==> config.mk <==
export PLATFORM = sky130hd
export DESIGN_NAME = fifo_top
export DESIGN_NICKNAME = d
export VERILOG_FILES = /design/src/rtl/fifo_top.sv
export SDC_FILE = /design/constraint.sdc
export NUM_CORES = 1
export LEC_CHECK = 0
export CAP_MARGIN = 10
export CORE_MARGIN = 2
export CORE_UTILIZATION = 50
export CTS_BUF_LIST = sky130_fd_sc_hd__clkbuf_4
export DETAILED_ROUTE_END_ITERATION = 8
export GPL_TIMING_DRIVEN = 1
export PLACE_DENSITY = 0.67
export SYNTH_ARGS = -nofsm -noshare
export SYNTH_HDL_FRONTEND = slang
export SYNTH_SLANG_ARGS = --single-unit
==> constraint.sdc <==
create_clock -name wclk -period 2.15 [get_ports wclk]
set_input_delay 0.215 -clock wclk [delete_from_list [all_inputs] [get_ports wclk]]
set_output_delay 0.215 -clock wclk [all_outputs]
set_load 0.02 [all_outputs]
==> src/rtl/fifo_top.sv <==
// Synchronous show-ahead FIFO, depth 2**ASIZE, width DSIZE.
// Define FIFO_LEVEL_EN to add the occupancy output port 'level'.
module fifo_top #(
  parameter int DSIZE = 8,
  parameter int ASIZE = 4
) (
  input  logic             wclk,
  input  logic             wrst_n,
  input  logic [DSIZE-1:0] wdata,
  input  logic             w_valid,
  output logic             wfull,
  output logic [DSIZE-1:0] rdata,
  input  logic             r_valid,
  output logic             rempty
`ifdef FIFO_LEVEL_EN
  ,
  output logic [ASIZE:0]   level
`endif
);

  localparam int DEPTH = 2 ** ASIZE;
  localparam logic [ASIZE:0] ONE = (ASIZE+1)'(1);

  logic [DSIZE-1:0] mem [DEPTH];
  logic [ASIZE:0]   wptr;
  logic [ASIZE:0]   rptr;
  logic             push;
  logic             pop;

  assign push = w_valid && !wfull;
  assign pop  = r_valid && !rempty;

  always_ff @(posedge wclk or negedge wrst_n) begin
    if (!wrst_n) begin
      wptr <= '0;
      rptr <= '0;
    end else begin
      if (push) wptr <= wptr + ONE;
      if (pop)  rptr <= rptr + ONE;
    end
  end

  // Array is cleared on reset so rdata reads 0 until the first write.
  always_ff @(posedge wclk or negedge wrst_n) begin
    if (!wrst_n) begin
      for (int i = 0; i < DEPTH; i++) mem[i] <= '0;
    end else if (push) begin
      mem[wptr[ASIZE-1:0]] <= wdata;
    end
  end

  assign rdata  = mem[rptr[ASIZE-1:0]];
  assign rempty = (wptr == rptr);
  assign wfull  = (wptr[ASIZE] != rptr[ASIZE]) &&
                  (wptr[ASIZE-1:0] == rptr[ASIZE-1:0]);

`ifdef FIFO_LEVEL_EN
  assign level = wptr - rptr;
`endif

endmodule

==> results of run 1 <==
final cells by class:
cell class | count | area, um2
inverter | 4 | 15.0
sequential | 138 | 3460
multi-input combinational | 284 | 3490
clock inverter | 13 | 199
fill | 886 | 4360
timing repair buffer | 94 | 1200
clock buffer | 19 | 143
tap | 176 | 220
layer usage:
layer	part of all wire (%)	routed length [um]	up-vias
met5	0	0	-
met4	1.5	246	0
met3	4.7	769	22
met2	49	7970	92
met1	45	7240	2190
li1	-	-	1880
per-stage QoR:
stage | setup WS (ns) | util, %
6_report | -0.328 | 66.6
3_3_place_gp | -0.175 | 57.3
4_1_cts | -0.341 | 64.1
5_1_grt | -0.470 | 66.6
3_5_place_dp | -0.195 | 57.3
2_1_floorplan | 0.195 | -
registers in the layout, indices dropped and copies added (netlist names):
register / count
mem: 128
rptr: 5
wptr: 5
where the power goes:
part           switching, mW  internal (mW)  leakage (nW)
Sequential             0.794           3.85          1.70
Combinational           3.61           4.38          1.93
Clock                  0.950           1.06         0.176
Total                   5.35           9.29          3.80
cell usage after synthesis:
library cell | instances | area share (%)
sky130_fd_sc_hd__a22oi_1 | 7 | 0.79
sky130_fd_sc_hd__ha_1 | 5 | 0.95
sky130_fd_sc_hd__nand4_1 | 6 | 0.57
sky130_fd_sc_hd__o311ai_0 | 1 | 0.13
sky130_fd_sc_hd__mux2i_1 | 29 | 4.4
sky130_fd_sc_hd__nor2_1 | 3 | 0.17
sky130_fd_sc_hd__o21ai_0 | 8 | 0.61
sky130_fd_sc_hd__buf_6 | 3 | 0.51
sky130_fd_sc_hd__mux2_1 | 2 | 0.34
sky130_fd_sc_hd__xor2_2 | 1 | 0.25
sky130_fd_sc_hd__buf_1 | 1 | 0.057
sky130_fd_sc_hd__nand2_1 | 10 | 0.57
sky130_fd_sc_hd__nor2b_1 | 4 | 0.38
sky130_fd_sc_hd__o21ai_1 | 1 | 0.076
sky130_fd_sc_hd__o2111ai_2 | 4 | 0.91
sky130_fd_sc_hd__clkbuf_1 | 15 | 0.85
sky130_fd_sc_hd__xor2_1 | 4 | 0.53
sky130_fd_sc_hd__a211oi_1 | 1 | 0.11
sky130_fd_sc_hd__a221oi_1 | 14 | 1.9
sky130_fd_sc_hd__nand4_2 | 1 | 0.19
sky130_fd_sc_hd__a21oi_4 | 5 | 1.2
sky130_fd_sc_hd__and2_1 | 1 | 0.095
sky130_fd_sc_hd__inv_1 | 3 | 0.17
sky130_fd_sc_hd__xnor2_1 | 8 | 1.1
sky130_fd_sc_hd__dfrtp_1 | 138 | 52
sky130_fd_sc_hd__clkinv_1 | 1 | 0.057
sky130_fd_sc_hd__a21oi_2 | 7 | 0.93
sky130_fd_sc_hd__mux4_2 | 18 | 6.1
sky130_fd_sc_hd__a21oi_1 | 5 | 0.38
sky130_fd_sc_hd__and4_1 | 1 | 0.13
sky130_fd_sc_hd__buf_4 | 4 | 0.45
sky130_fd_sc_hd__buf_2 | 5 | 0.38
sky130_fd_sc_hd__nand3_1 | 10 | 0.76
sky130_fd_sc_hd__mux2_2 | 128 | 22
worst min path at each step:
stage / slack [ns] / endpoint / from / cells after the start
floorplan: -0.08 / mem[0] / wrst_n / 0
global placement: 0.14 / wptr[0] / wrst_n / 1
detailed placement: 0.14 / wptr[0] / wrst_n / 1
CTS: 0.10 / wptr[1] / wrst_n / 2
global route: 0.1 / wptr[1] / wrst_n / 2
finish: 0.11 / wptr[1] / wrst_n / 2
cells in the final DEF (no fill, tap or decap), types with 6 or more instances in the layout:
master                            count
sky130_fd_sc_hd__a21oi_4             12
sky130_fd_sc_hd__a221oi_2            14
sky130_fd_sc_hd__buf_12              19
sky130_fd_sc_hd__buf_4               27
sky130_fd_sc_hd__buf_6               29
sky130_fd_sc_hd__clkbuf_4            19
sky130_fd_sc_hd__clkdlybuf4s50_1     10
sky130_fd_sc_hd__dfrtp_1            136
sky130_fd_sc_hd__mux2_2              95
sky130_fd_sc_hd__mux2_4              35
sky130_fd_sc_hd__mux2i_1             23
sky130_fd_sc_hd__mux4_2              18
sky130_fd_sc_hd__nand2_1              9
sky130_fd_sc_hd__nand3_1              9
sky130_fd_sc_hd__nand4_1              6
sky130_fd_sc_hd__xnor2_1              6
kinds of logic (layout without fill, tap and decap cells):
family	count (synthesis)	in the layout
muxes	177	177
DFF	138	138
AOI/OAI and AO/OA	53	53
and+or+nand+nor	36	36
buffers and inverters	32	130
xor gates and xnor gates	13	13
adders and majority gates	5	5
repair_timing:
action                                 4_1_cts  5_1_grt
cloned                                       4        1
pin swaps                                   30       18
hold buffers                                 1        0
setup buffers                               13        7
setup endpoints to repair                   72      143
resized for setup                          125       70
endpoints found under the hold margin      138        0
==> results, run 1 <==
- Setup repair after global routing could not meet its margin everywhere.
- The boundary pin count is 22.
- Clock-pin slew was measured on the worst setup and hold paths at 0.12 ns.
- The number of buffers and inverters on the critical path is 5.
- The clock sink total is 138.
- The TritonCTS clock tree is yes.
- Counting buffers and inverters, the worst setup path is 9 cells deep.
- The number of pins with negative max-slew slack in the final report is 0.
- Across the VDD grid, the largest voltage drop is 0.000943 V.
- The later pin in the worst-skew pair is clocked with a latency of 0.55 ns.
- At the end of the flow, the number of nets in the layout was 556.
- Summing the areas of all compound-gate instances in the mapped netlist gives 7.02% of the synthesized area.
- The final reports fail on negative setup slack.
- Setup slack on the critical path of the routed design comes to -0.328 ns.
- The post-route clock skew is 0.0165 ns.
- The first-pass GRT wire length is 25.6 mm.
- The achievable frequency is 404 MHz.
- The area of the die is 14200 um2.
- The synthesized net count is 471.
- The clock root buffer master is sky130_fd_sc_hd__clkbuf_4.
- The worst-case headroom to the max-slew limit is 53.8%.
- The period utilization is 115%.
- The first routing iteration left 228 violations.
- For this design the static power due to leakage is 3.80 nW.
- The total of warnings raised by yosys is 0.
- The core region is 13100 um2.
- The ratio of routed vias to standard cells is 5.75.
- Traced cell by cell, the critical path runs through buf_6 -> buf_12 -> buf_16 -> mux2i_1 -> a221oi_2 -> buf_4 -> a22oi_2 -> nand2_2 -> buf_6.
- The worst reg2reg path endpoint is mem[121].
- The number of storage elements in the synthesis netlist is 138.
- The most critical setup path has its startpoint at rptr[0].
- The number of H-tree levels is 4.
- The area overhead of the layout relative to synthesis is 31.9%.
- The required time at the worst-slack endpoint is 1.93 ns.
- The slowest stage of the critical path belongs to the cell sky130_fd_sc_hd__dfrtp_2.
- The stage delay of the slowest cell on the critical path is 0.47 ns.
- The global routing met3 resource utilization is 5.89%.
- The worst min-delay path category is in -> async.
- The design draws 14.6 mW.
- The run finished, with violations left.
- The proportion of synthesized area in mux cells is 32.7%.
- The via count of the first global-routing pass is 4482.
- The kind of cell with the highest combined delay along the critical path is buffers and inverters.
- The total negative setup slack is -29.14 ns.
- Global routing used 38.6% of the available met2 tracks.
- The critical path in this run is classified as reg -> out.
- The worst-case register-to-register setup slack is -0.27 ns.
- The layout cell share with drive strength beyond 1 is 57.6%.
- The number of setup violations in the final report is 147.
- The detailed-route wire length is 16.2 mm.
- Of the total synthesized cell area, the portion taken by XOR and XNOR cells is 1.84%.
- The number of buffers on the longest clock path is 2.
- In this run, CTS created clock tree buffers numbering 17.
- The pin count of the biggest net entering global routing is 52.
- In this run, placement finished with an instance count of 673.
- The number of antenna violations at the first check in global routing is 0.
- The floorplan has 42 rows.
- For this run, design rule violations remaining after detail routing come to 0.
- The number of cells produced by synthesis is 454.
- The worst register-to-register path has a depth of 10.
- For this configuration, the core starts out at a cell density of 50.5%.
- Synthesis instantiated 34 different standard cells from the library.
- In this run the worst setup path terminates at rdata[5].
- The critical path launch point type is a register.
- The number of max-cap violations is 0.
- The first detailed-routing pass took 4 iterations.
- The post-layout instance count excluding filler cells is 728.
- The global routing stage identified its most utilized layer as met2.
- Summing the areas of all fa, ha and maj instances in the mapped netlist gives 0.946% of the synthesized area.
- The proportion of synthesized chip area in sequential cells is 52.2%.
- After synthesis the cells add up to 6610 um2.
- The met1 demand-to-capacity share in global routing is 33.4%.
- After Yosys synthesis, and, or, nand and nor cells account for 2.86% of the synthesized area.
- The residual antenna-violating net count after detailed routing is 0.
- The floorplan step set the die width to 119 um.
- The time the worst path needs with I/O delays and setup is 2.48 ns.
- The maximum fanout count along the critical path is 5.
- Summed over all layers, the global routing overflow is 0.
- The hold violation count in the final report was 0.
- The final design area excluding fillers is 8720 um2.
- Counting stages on the worst path, the most repeated cell is sky130_fd_sc_hd__buf_6.
- In the final routed layout, each cell accounts on average for 22.3 um.
- The overall global routing resource usage is 24.3%.
- The final antenna diode count is 0.
- For the pin with the worst max-slew slack, the measured transition is 0.690 ns.
- Port buffering added 21 buffers.
- A synthesized cell averages 14.6 um2.
- The launch instance of the worst register-to-register path is rptr[0].
- STA puts the critical path data arrival time at 2.26 ns.
- The last weighted congestion value of the routability-driven placer is 0.811.
- The power density of the placed cells is 1680 nW/um2.
- After synthesis, the largest family of logic cells by area is multiplexers.
- The placed instances occupy a cell area of 7500 um2.
- The vertical extent of the die is 119 um.
- The detailed-route via count is 4184.
- STA classifies the critical path endpoint as a primary output.
- The sum of net half-perimeters after detailed placement is 10.2 mm.
- Across all hold checks on the routed design, the worst slack comes to 0.114 ns.
Power figures use the tool's default switching activity.
==> run 2, diff against run 1 <==
--- a/config.mk
+++ b/config.mk
@@ -9,6 +9,7 @@
 export CORE_MARGIN = 2
 export CORE_UTILIZATION = 50
 export CTS_BUF_LIST = sky130_fd_sc_hd__clkbuf_4
+export CTS_CLUSTER_SIZE = 8
 export DETAILED_ROUTE_END_ITERATION = 8
 export GPL_TIMING_DRIVEN = 1
 export PLACE_DENSITY = 0.67
==> results of run 2 <==
The final DEF is identical to that of run 1; final timing and power are the same.
==> run 3, diff against run 2 <==
--- a/config.mk
+++ b/config.mk
@@ -5,6 +5,7 @@
 export SDC_FILE = /design/constraint.sdc
 export NUM_CORES = 1
 export LEC_CHECK = 0
+export ABC_CLOCK_PERIOD_IN_PS = 2150
 export CAP_MARGIN = 10
 export CORE_MARGIN = 2
 export CORE_UTILIZATION = 50
==> results of run 3 <==
The final DEF is identical to that of run 1; final timing and power are the same.
